**config.mk**
```make
export PLATFORM = sky130hd
export DESIGN_NAME = serial_in
export DESIGN_NICKNAME = d
export VERILOG_FILES = /design/src/rtl/serial_in.sv
export SDC_FILE = /design/constraint.sdc
export NUM_CORES = 1
export LEC_CHECK = 0
export ABC_AREA = 1
export CAP_MARGIN = 20
export CORE_ASPECT_RATIO = 0.8
export CORE_UTILIZATION = 59
export DETAILED_ROUTE_END_ITERATION = 10
export PLACE_DENSITY = 0.83
export REMOVE_ABC_BUFFERS = 1
export SKIP_LAST_GASP = 1
export SLEW_MARGIN = 25
export SYNTH_ARGS = -nofsm -noshare
export SYNTH_HDL_FRONTEND = slang
export SYNTH_SLANG_ARGS = --single-unit
```
**constraint.sdc**
```tcl
create_clock -name clk -period 4.15 [get_ports clk]
set_clock_uncertainty 0.1 [all_clocks]
set_input_delay 0.83 -clock clk [delete_from_list [all_inputs] [get_ports clk]]
set_output_delay 0.83 -clock clk [all_outputs]
set_load 0.01 [all_outputs]
```
**src/rtl/serial_in.sv**
```systemverilog
// serial_in: tick-timed serial word receiver, LSB first, with idle/recv/done FSM.
// Define SERIAL_IN_MAJORITY_EN for a 2-of-3 vote around mid-bit instead of a single sample.
module serial_in #(
  parameter int DATA_BIT     = 16,
  parameter int TICK_PER_BIT = 16
) (
  input  logic                clk,
  input  logic                rst,
  input  logic                i_tick,
  input  logic                i_start,
  input  logic                i_stop,
  input  logic                i_continuous,
  input  logic                i_serial,
  output logic [DATA_BIT-1:0] o_data,
  output logic                o_done_tick,
  output logic                o_busy
);

  localparam int TW = $clog2(TICK_PER_BIT);
  localparam int BW = $clog2(DATA_BIT);
  localparam logic [TW-1:0] TICK_MID  = TW'(TICK_PER_BIT / 2);
  localparam logic [TW-1:0] TICK_LAST = TW'(TICK_PER_BIT - 1);
  localparam logic [BW-1:0] BIT_LAST  = BW'(DATA_BIT - 1);

  if (DATA_BIT < 2 || DATA_BIT > 64) begin : g_bad_data_bit
    $error("serial_in: DATA_BIT must be in 2..64");
  end
  if (TICK_PER_BIT < 2) begin : g_bad_tick_per_bit
    $error("serial_in: TICK_PER_BIT must be at least 2");
  end

  typedef enum logic [1:0] {
    S_IDLE = 2'd0,
    S_RECV = 2'd1,
    S_DONE = 2'd2
  } state_e;

  state_e                state_q, state_d;
  logic [TW-1:0]         tick_q, tick_d;
  logic [BW-1:0]         bit_q, bit_d;
  logic [DATA_BIT-1:0]   shift_q, shift_d;
  logic [DATA_BIT-1:0]   data_d;
  logic                  sample_en;
  logic                  sample_bit;

`ifdef SERIAL_IN_MAJORITY_EN
  localparam logic [TW-1:0] TICK_VOTE0 = TW'(TICK_PER_BIT / 2 - 1);
  localparam logic [TW-1:0] TICK_VOTE2 = TW'(TICK_PER_BIT / 2 + 1);

  if (TICK_PER_BIT < 4) begin : g_bad_vote_ticks
    $error("serial_in: majority voting needs TICK_PER_BIT >= 4");
  end

  logic [1:0] vote_q, vote_d;

  // The first two votes are held; the third is the live input at H+1.
  always_comb begin
    vote_d = vote_q;
    if (state_q == S_RECV && i_tick) begin
      if (tick_q == TICK_VOTE0) vote_d[0] = i_serial;
      if (tick_q == TICK_MID)   vote_d[1] = i_serial;
    end
  end

  always_ff @(posedge clk or posedge rst) begin
    if (rst) vote_q <= '0;
    else     vote_q <= vote_d;
  end

  assign sample_en  = (tick_q == TICK_VOTE2);
  assign sample_bit = (vote_q[0] & vote_q[1]) | (vote_q[0] & i_serial) | (vote_q[1] & i_serial);
`else
  assign sample_en  = (tick_q == TICK_MID);
  assign sample_bit = i_serial;
`endif

  // NOTE: every output of this block gets a default first so no path leaves a latch.
  always_comb begin
    state_d     = state_q;
    tick_d      = tick_q;
    bit_d       = bit_q;
    shift_d     = shift_q;
    data_d      = o_data;
    o_done_tick = 1'b0;
    case (state_q)
      S_IDLE: begin
        tick_d  = '0;
        bit_d   = '0;
        shift_d = '0;
        if (i_start) state_d = S_RECV;
      end
      S_RECV: begin
        if (i_stop) begin
          state_d = S_IDLE;
        end else if (i_tick) begin
          if (sample_en) shift_d = {sample_bit, shift_q[DATA_BIT-1:1]};
          if (tick_q == TICK_LAST) begin
            tick_d = '0;
            // The sample point may fall on the last tick, so load the updated shift value.
            if (bit_q == BIT_LAST) begin
              data_d  = shift_d;
              state_d = S_DONE;
            end else begin
              bit_d = bit_q + 1'b1;
            end
          end else begin
            tick_d = tick_q + 1'b1;
          end
        end
      end
      S_DONE: begin
        o_done_tick = 1'b1;
        if (i_continuous) begin
          state_d = S_RECV;
          tick_d  = '0;
          bit_d   = '0;
          shift_d = '0;
        end else begin
          state_d = S_IDLE;
        end
      end
      default: state_d = S_IDLE;
    endcase
  end

  // NOTE: state registers use non-blocking assignments so all flops update together.
  always_ff @(posedge clk or posedge rst) begin
    if (rst) begin
      state_q <= S_IDLE;
      tick_q  <= '0;
      bit_q   <= '0;
      shift_q <= '0;
      o_data  <= '0;
    end else begin
      state_q <= state_d;
      tick_q  <= tick_d;
      bit_q   <= bit_d;
      shift_q <= shift_d;
      o_data  <= data_d;
    end
  end

  assign o_busy = (state_q != S_IDLE);

endmodule

```
# ---- Word level (Yosys, flattened, before mapping)
# Index checks and enable logic that the tools add are counted.
dict set report word_totals {
  in_bits 7
  word_cells 52
  regBits 42
}
dict set report op_classes {
  mux 23
  eq_ne 14
  bitwise_logic 1
  addsub 2
  reduce_logical 7
}
# cell count
set ops {}
lappend ops {{$mux W16} 4}
lappend ops {{$pmux W16 S3} 1}
lappend ops {{$mux W4} 8}
lappend ops {{$pmux W4 S3} 2}
lappend ops {{$eq A4 B4 Y1 const B} 3}
lappend ops {{$ne A2 B2 Y1 const B} 6}
lappend ops {{$mux W2} 5}
lappend ops {{$ne A3 B3 Y1 const B} 3}
lappend ops {{$add A4 B1 Y4 const B} 2}
lappend ops {{$reduce_and A4 Y1} 2}
lappend ops {{$pmux W2 S3} 1}
lappend ops {{$reduce_and A6 Y1} 1}
lappend ops {{$reduce_and A5 Y1} 1}
lappend ops {{$reduce_bool A3 Y1} 1}
lappend ops {{$eq A2 B1 Y1 const B} 1}
lappend ops {{$eq A2 B2 Y1 const B} 1}
lappend ops {{$logic_not A2 Y1} 1}
lappend ops {{$mux W1} 2}
lappend ops {{$reduce_bool A2 Y1} 1}
lappend ops {{$not A1 Y1} 1}

# ---- Longest topological paths before layout
# Gate-level depths: netlist of the first run.
dict set report depth {
  ltp_word 6
  mapped_depth 8
}

# ---- Least setup slack after synthesis of the first run
# No wires, ideal clock.
dict set report synth_timing {
  kind {input -> register}
  from {input i_stop}
  to {register o_data[8]}
  t_arrival_ns 1.485
  cell_stages 7
  path_slack_ns 2.443
  required_time_ns 3.928
  path_buffers 1
  path_cell_list {inv_1 nand2_1 nor2_8 nand2_4 buf_6 nand2_1 o21ai_2}
}
dict set report synth_between {
  elab_chain_len 2
}
# element line
set synth_rtl {}
lappend synth_rtl {{from (decl)} 11} ;# input logic i_stop,
lappend synth_rtl {{$not A1 Y1 (no source line)} -}
lappend synth_rtl {{$reduce_and A5 Y1 (no source line)} -}
lappend synth_rtl {{to (signal assigned)} 139} ;# o_data <= data_d;
lappend synth_rtl {{to (decl)} 14} ;# output logic [DATA_BIT-1:0] o_data,
# No other way between the ends.
# A chain may end at the register's enable or synchronous reset.

# ---- Worst setup path in the final report of the first run
dict set report layout_timing {
  from {register state_q[1]}
  to {output o_done_tick}
}
dict set report layout_between {
  elab_chain_len 2
}
# element line
set layout_rtl {}
lappend layout_rtl {{from (decl)} 38} ;# state_e state_q, state_d;
lappend layout_rtl {{from (signal assigned)} 135} ;# state_q <= state_d;
lappend layout_rtl {{$eq A2 B2 Y1} 85} ;# case (state_q)
lappend layout_rtl {{$mux W1} 85}
lappend layout_rtl {{to (decl)} 15} ;# output logic o_done_tick,
# No other way between the ends.

==> flow_metrics.py, run 1 <==
metrics = {
    "detailed_routing": {
        "drtIter0Drc": 138,
        "routed_via_density": 5.28,
        "vias": 1552,
        "drcViolationCount": 0,
        "avgRoutedWirePerCell_um": 12.3,
        "drt_pass1_iterations": 4,
        "wl_mm": 3.61,
        "antenna_left": 0,
    },
    "clock_network": {
        "postCtsResizedCells": 0,
        "cts_tree": "done",
        "clkSinkCount": 42,
        "htree_levels": 2,
        "clkLatencyLatePin_ns": 0.29,
        "hold_buffers": 0,
        "cts_root_buffer": "clkbuf_8",
        "cts_buffers": 5,
        "cts_buffer_depth": 2,
        "clkTransAtPathRegs_ns": 0.07,
        "postCtsSetupBuffers": 0,
    },
    "setup_path": {
        "worst_setup_path_start_kind": "flip-flop",
        "critPathCapture": "o_done_tick",
        "crit_path_start": "state_q[1]",
        "r2r_slack_ns": 1.85,
        "cpLargestDelayFamily": "buffers and inverters",
        "crit_chain": "inv_2, nor2_1, clkdlybuf4s50_1",
        "required_ns": 3.22,
        "critPathCaptureType": "output pin",
        "cp_slowest_cell": "clkdlybuf4s50_1",
        "critPathBufInv": 2,
        "worstPathArrival_ns": 1.44,
        "worstSetupPathType": "flip-flop to output pin",
        "critPathMaxFanout": 6,
        "rr_worst_depth": 5,
        "r2r-start": "tick_q[0]",
        "worstReg2RegEnd": "shift_q[15]",
        "cp.depth": 3,
        "max_stage_delay_ns": 0.54,
    },
    "final_layout": {
        "antenna_cells": 0,
        "nFillCells": 236,
        "final_net_count": 263,
        "multiInputGateArea_um2": 785,
        "area_growth_pct": 16.6,
        "layout-drive-gt1-share_pct": 9.06,
        "ff_latch_area_mm2": 0.00105,
    },
    "sta": {
        "hold_viol": 0,
        "fin_tns_setup_ns": 0,
        "fmax_mhz": 421,
        "fin_crit_sh_pct": 57.2,
        "drv_slew": 0,
        "rsz0062_at_grt": "no",
        "hold_ws_ns": 0.382,
        "slew_headroom_pct": 35.2,
        "setup_violations": 0,
        "period_needed_ns": 2.37,
        "tightest_slew_ns": 0.970,
    },
    "place": {
        "io_buffer_count": 24,
        "post-dp-hpwl_mm": 2.50,
        "gp_congestion": 0.800,
    },
    "floorplanning": {
        "rows": 18,
        "die_y_um": 54.2,
        "start_util_pct": 63.3,
        "ios": 25,
        "dieArea_mm2": 0.00364,
        "chipWidth_um": 67.2,
        "core_area_mm2": 0.00318,
    },
    "yosys": {
        "syn_area_per_cell_um2": 8.74,
        "yosys_warnings": 0,
        "synth_top_area_share_pct": 52.3,
        "synth_ff_type": "dfrtp_1",
        "synthTopCellsByCount": "62 x nand2_1, 42 x dfrtp_1, 23 x inv_1",
        "synth_cells": 230,
        "seq_area_frac_synth_pct": 52.3,
        "synth_area_leaders": "dfrtp_1 52%, nand2_1 12%, inv_1 4.3%",
        "synth_cell_types": 26,
        "yosysMostFrequentCell": "nand2_1",
        "ys_seq_elements": 42,
        "async_reset_ff_share_pct": 100,
        "syn-cell-area_mm2": 0.00201,
        "synth_edf_count": 0,
        "yosysTopAreaCell": "dfrtp_1",
    },
    "pwr": {
        "ir_drop_mv": 0.312,
        "powerDensity_mw_per_mm2": 462,
        "p_leak_nw": 1.13,
    },
    "run": {
        "max_cap_violations": 0,
    },
    "outcome": {
        "status": "complete, no violations",
    },
    "global_routing": {
        "grt_antenna_before_repair": 0,
        "grt_pass1_wl_mm": 5.89,
        "grt_pass1_vias": 1322,
        "grt_overflow": 0,
        "grt_start_max_net_pins": 43,
        "track_usage_pct": 22.8,
    },
    "min_path": {
        "hp-class": "flip-flop to flip-flop",
    },
}
## power breakdown
part | leakage (nW) | switching (mW) | internal, mW
clock | 0.0524 | 0.129 | 0.180
combinational | 0.499 | 0.192 | 0.0957
sequential | 0.578 | 0.0374 | 0.448
## state kept, by name, indices dropped and copies added, names as in the netlist
| signal | flops |
|---|---|
| bit_q | 4 |
| o_data | 16 |
| shift_q | 16 |
| state_q | 2 |
| tick_q | 4 |
## final cells by class
| type | count | area share (%) |
|---|---|---|
| Timing Repair Buffer | 25 | 10.6 |
| Sequential cell | 42 | 44.8 |
| Clock buffer | 7 | 3.26 |
| Clock inverter | 1 | 1.28 |
| Tap cell | 40 | 2.14 |
| Multi-Input combinational cell | 152 | 33.5 |
| Inverter | 27 | 4.43 |
## worst min-delay path, cell delays in order, from the launching register on
cell,delay [ns]
dfrtp_1,0.34
nand2_1,0.06
o21ai_2,0.05
## cell families (layout without fill, tap and decap cells)
group / count (synthesis) / count (layout) / synth area share, %
adders and majority gates: 3 / 3 / 1.87
buffers and inverters: 36 / 60 / 8.65
DFF: 42 / 42 / 52.3
and+or+nand+nor: 93 / 93 / 20.1
AOI/OAI and AO/OA: 56 / 56 / 17.1
## metal layers
layer / GRT usage [%] / up-vias / wire (µm)
li1: - / 798 / -
met1: 30.4 / 711 / 1800
met2: 35.5 / 39 / 1600
met3: 6.99 / 4 / 180
met4: 7.80 / 0 / 27
met5: 0 / - / 0
## cells in the final DEF, fill, tap and decap left out, drive strengths merged
cell	count
dfrtp	42
a21oi	3
o2bb2ai	1
nand2	64
nor2	18
ha	3
clkbuf	7
nand3	9
bufinv	1
a21boi	1
inv	27
nand3b	1
o22ai	16
o21bai	1
o21ai	34
nor3b	1
clkdlybuf4s50	24
buf	1
## how the worst min path moves through the flow
stage	startpoint	cells after the start	endpoint
2_1_floorplan	bit_q[3]	2	bit_q[3]
3_3_place_gp	o_data[13]	2	o_data[13]
3_5_place_dp	o_data[13]	2	o_data[13]
4_1_cts	o_data[13]	2	o_data[13]
5_1_grt	o_data[4]	2	o_data[4]
6_report	o_data[0]	2	o_data[0]
## through the flow
| stage | setup slack, ns | instance area (µm²) | power [mW] | instances | util, % |
|---|---|---|---|---|---|
| floorplan | 2.25 | 1940 | 0.700 | 221 | - |
| global placement | 1.74 | 2240 | 0.766 | 286 | 70.4 |
| detailed placement | 1.63 | 2240 | 0.777 | 286 | 70.4 |
| CTS | 1.76 | 2340 | 1.08 | 294 | 73.8 |
| global route | 1.57 | 2340 | 1.16 | 294 | 73.8 |
| finish | 1.78 | 2340 | 1.08 | 294 | 73.8 |
Note: power is estimated with default switching activity, not from simulation.
==> inputs of run 2 (changes only) <==
--- a/config.mk
+++ b/config.mk
@@ -8,9 +8,9 @@
 export ABC_AREA = 1
 export CAP_MARGIN = 20
 export CORE_ASPECT_RATIO = 0.8
-export CORE_UTILIZATION = 59
+export CORE_UTILIZATION = 49
 export DETAILED_ROUTE_END_ITERATION = 10
-export PLACE_DENSITY = 0.83
+export PLACE_DENSITY = 0.74
 export REMOVE_ABC_BUFFERS = 1
 export SKIP_LAST_GASP = 1
 export SLEW_MARGIN = 25
==> constraint.sdc (replaced) <==
create_clock -name clk -period 2.05 [get_ports clk]
set_clock_uncertainty 0.1 [all_clocks]
set_input_delay 0.41 -clock clk [delete_from_list [all_inputs] [get_ports clk]]
set_output_delay 0.41 -clock clk [all_outputs]
set_load 0.01 [all_outputs]
==> flow_metrics.py, run 2 (synthesis gave the netlist of run 1 again) <==
metrics = {
    "global_routing": {
        "grt_pass1_wl_mm": 6.31,
        "track_usage_pct": 19.3,
        "grt_overflow": 0,
        "grt_antenna_before_repair": 0,
        "grt_start_max_net_pins": 43,
        "grt_pass1_vias": 1405,
    },
    "setup_path": {
        "worstReg2RegEnd": "o_data[0]",
        "critPathCaptureType": "output pin",
        "critPathCapture": "o_done_tick",
        "critPathBufInv": 2,
        "crit_chain": "inv_2, nor2_1, clkdlybuf4s50_1",
        "r2r_slack_ns": 0.44,
        "worst_setup_path_start_kind": "flip-flop",
        "cpLargestDelayFamily": "buffers and inverters",
        "worstSetupPathType": "flip-flop to output pin",
        "rr_worst_depth": 6,
        "cp.depth": 3,
        "critPathMaxFanout": 6,
        "crit_path_start": "state_q[1]",
        "r2r-start": "tick_q[1]",
        "worstPathArrival_ns": 1.41,
        "cp_slowest_cell": "clkdlybuf4s50_1",
        "max_stage_delay_ns": 0.54,
        "required_ns": 1.54,
    },
    "final_layout": {
        "layout.cells.non_filler": 312,
        "layout_common_cells": "62 x nand2_1, 41 x dfrtp_1, 24 x clkdlybuf4s50_1",
        "layout-drive-gt1-share_pct": 10.5,
        "antenna_cells": 0,
        "final_net_count": 266,
        "area_growth_pct": 19.4,
        "final_common_cell": "nand2_1",
        "top_regs": "o_data x16, shift_q x16",
    },
    "detailed_routing": {
        "vias": 1559,
        "avgRoutedWirePerCell_um": 11.8,
        "wl_mm": 3.69,
        "routed_via_density": 5.00,
        "antenna_left": 0,
        "drtIter0Drc": 152,
        "drcViolationCount": 0,
        "drt_pass1_iterations": 4,
    },
    "floorplanning": {
        "chipWidth_um": 73.6,
        "die_y_um": 59.3,
        "core_area_mm2": 0.00385,
        "rows": 20,
        "start_util_pct": 52.1,
        "ios": 25,
        "dieArea_mm2": 0.00436,
    },
    "pwr": {
        "ir_drop_mv": 0.594,
        "p_int_mw": 1.49,
        "clkPwrFrac_pct": 28.6,
        "p_leak_nw": 1.15,
        "power_frac_comb_pct": 27.1,
        "p_sw_share_pct": 32.8,
        "p_seq_share_pct": 44.3,
        "powerDensity_mw_per_mm2": 922,
        "p_switching_mw": 0.725,
    },
    "clock_network": {
        "cts_tree": "done",
        "htree_levels": 2,
        "postCtsSetupBuffers": 0,
        "clkSinkCount": 42,
        "clkLatencyLatePin_ns": 0.29,
        "cts_root_buffer": "clkbuf_8",
        "cts_buffers": 5,
        "cts_buffer_depth": 2,
        "clkTransAtPathRegs_ns": 0.08,
    },
    "sta": {
        "period_needed_ns": 1.92,
        "fin_crit_sh_pct": 93.7,
        "fmax_mhz": 521,
        "fin_tns_setup_ns": 0,
        "drv_slew": 0,
        "hold_viol": 0,
        "setup_violations": 0,
        "tightest_slew_ns": 0.347,
        "rsz0062_at_grt": "no",
        "slew_headroom_pct": 76.8,
        "fin_ws_ns": 0.130,
    },
    "place": {
        "placedCellCount": 304,
        "dp_slack_ns": 0.129,
        "io_buffer_count": 24,
        "post-dp-hpwl_mm": 2.43,
        "gp_congestion": 0.841,
    },
    "outcome": {
        "status": "complete, no violations",
    },
    "run": {
        "max_cap_violations": 0,
    },
    "min_path": {
        "hp-class": "input pin to asynchronous set/reset pin",
    },
}
[run 2: repair_timing]
action	CTS	global route
endpoints found under the setup margin	0	1
resized for setup	0	1
hold endpoints to repair	0	0
hold buffers	0	0
[run 2: how the worst min path moves through the flow]
stage | end | slack (ns)
final | bit_q[2] | 0.37
after floorplan | bit_q[3] | 0.37
after global routing | bit_q[2] | 0.40
after CTS | bit_q[2] | 0.39
after global placement | o_data[0] | 0.37
after detailed placement | o_data[0] | 0.37
[run 2: metrics by stage]
stage	util [%]	instance area (µm²)	power, mW	hold slack, ns
after floorplan	-	1940	1.42	0.371
after CTS	62.2	2400	2.23	0.386
after detailed placement	59.4	2290	1.59	0.372
after global routing	62.2	2400	2.36	0.403
final	62.2	2400	2.21	0.372
after global placement	59.4	2290	1.59	0.369
[run 2: worst min-delay path: stages]
cell             delay [ns]
clkdlybuf4s50_1        0.40
inv_1                  0.09
buf_12                 0.23
[run 2: per-layer routing]
layer	share of wire (%)	vias up	routed length (µm)	track usage, %
li1	-	805	-	-
met1	51	723	1900	27.1
met2	44	27	1600	29.9
met3	3.8	4	140	4.08
met4	1.2	0	44	6.59
met5	0	-	0	0
[run 2: final cells by class]
type,count,area (µm²)
inverters,27,104
clock buffers,7,76.3
clock inverters,1,30.0
multi-input cells,152,785
flip-flops and latches,42,1050
well taps,55,68.8
fillers,357,1460
repair buffers,28,283
[run 2: power by group through the flow]
stage / combinational [mW] / clock, mW / sequential, mW
2_1_floorplan: 0.443 / 0 / 0.975
3_3_place_gp: 0.596 / 0 / 0.991
3_5_place_dp: 0.601 / 0 / 0.994
4_1_cts: 0.605 / 0.648 / 0.978
5_1_grt: 0.688 / 0.678 / 0.991
6_report: 0.600 / 0.632 / 0.979
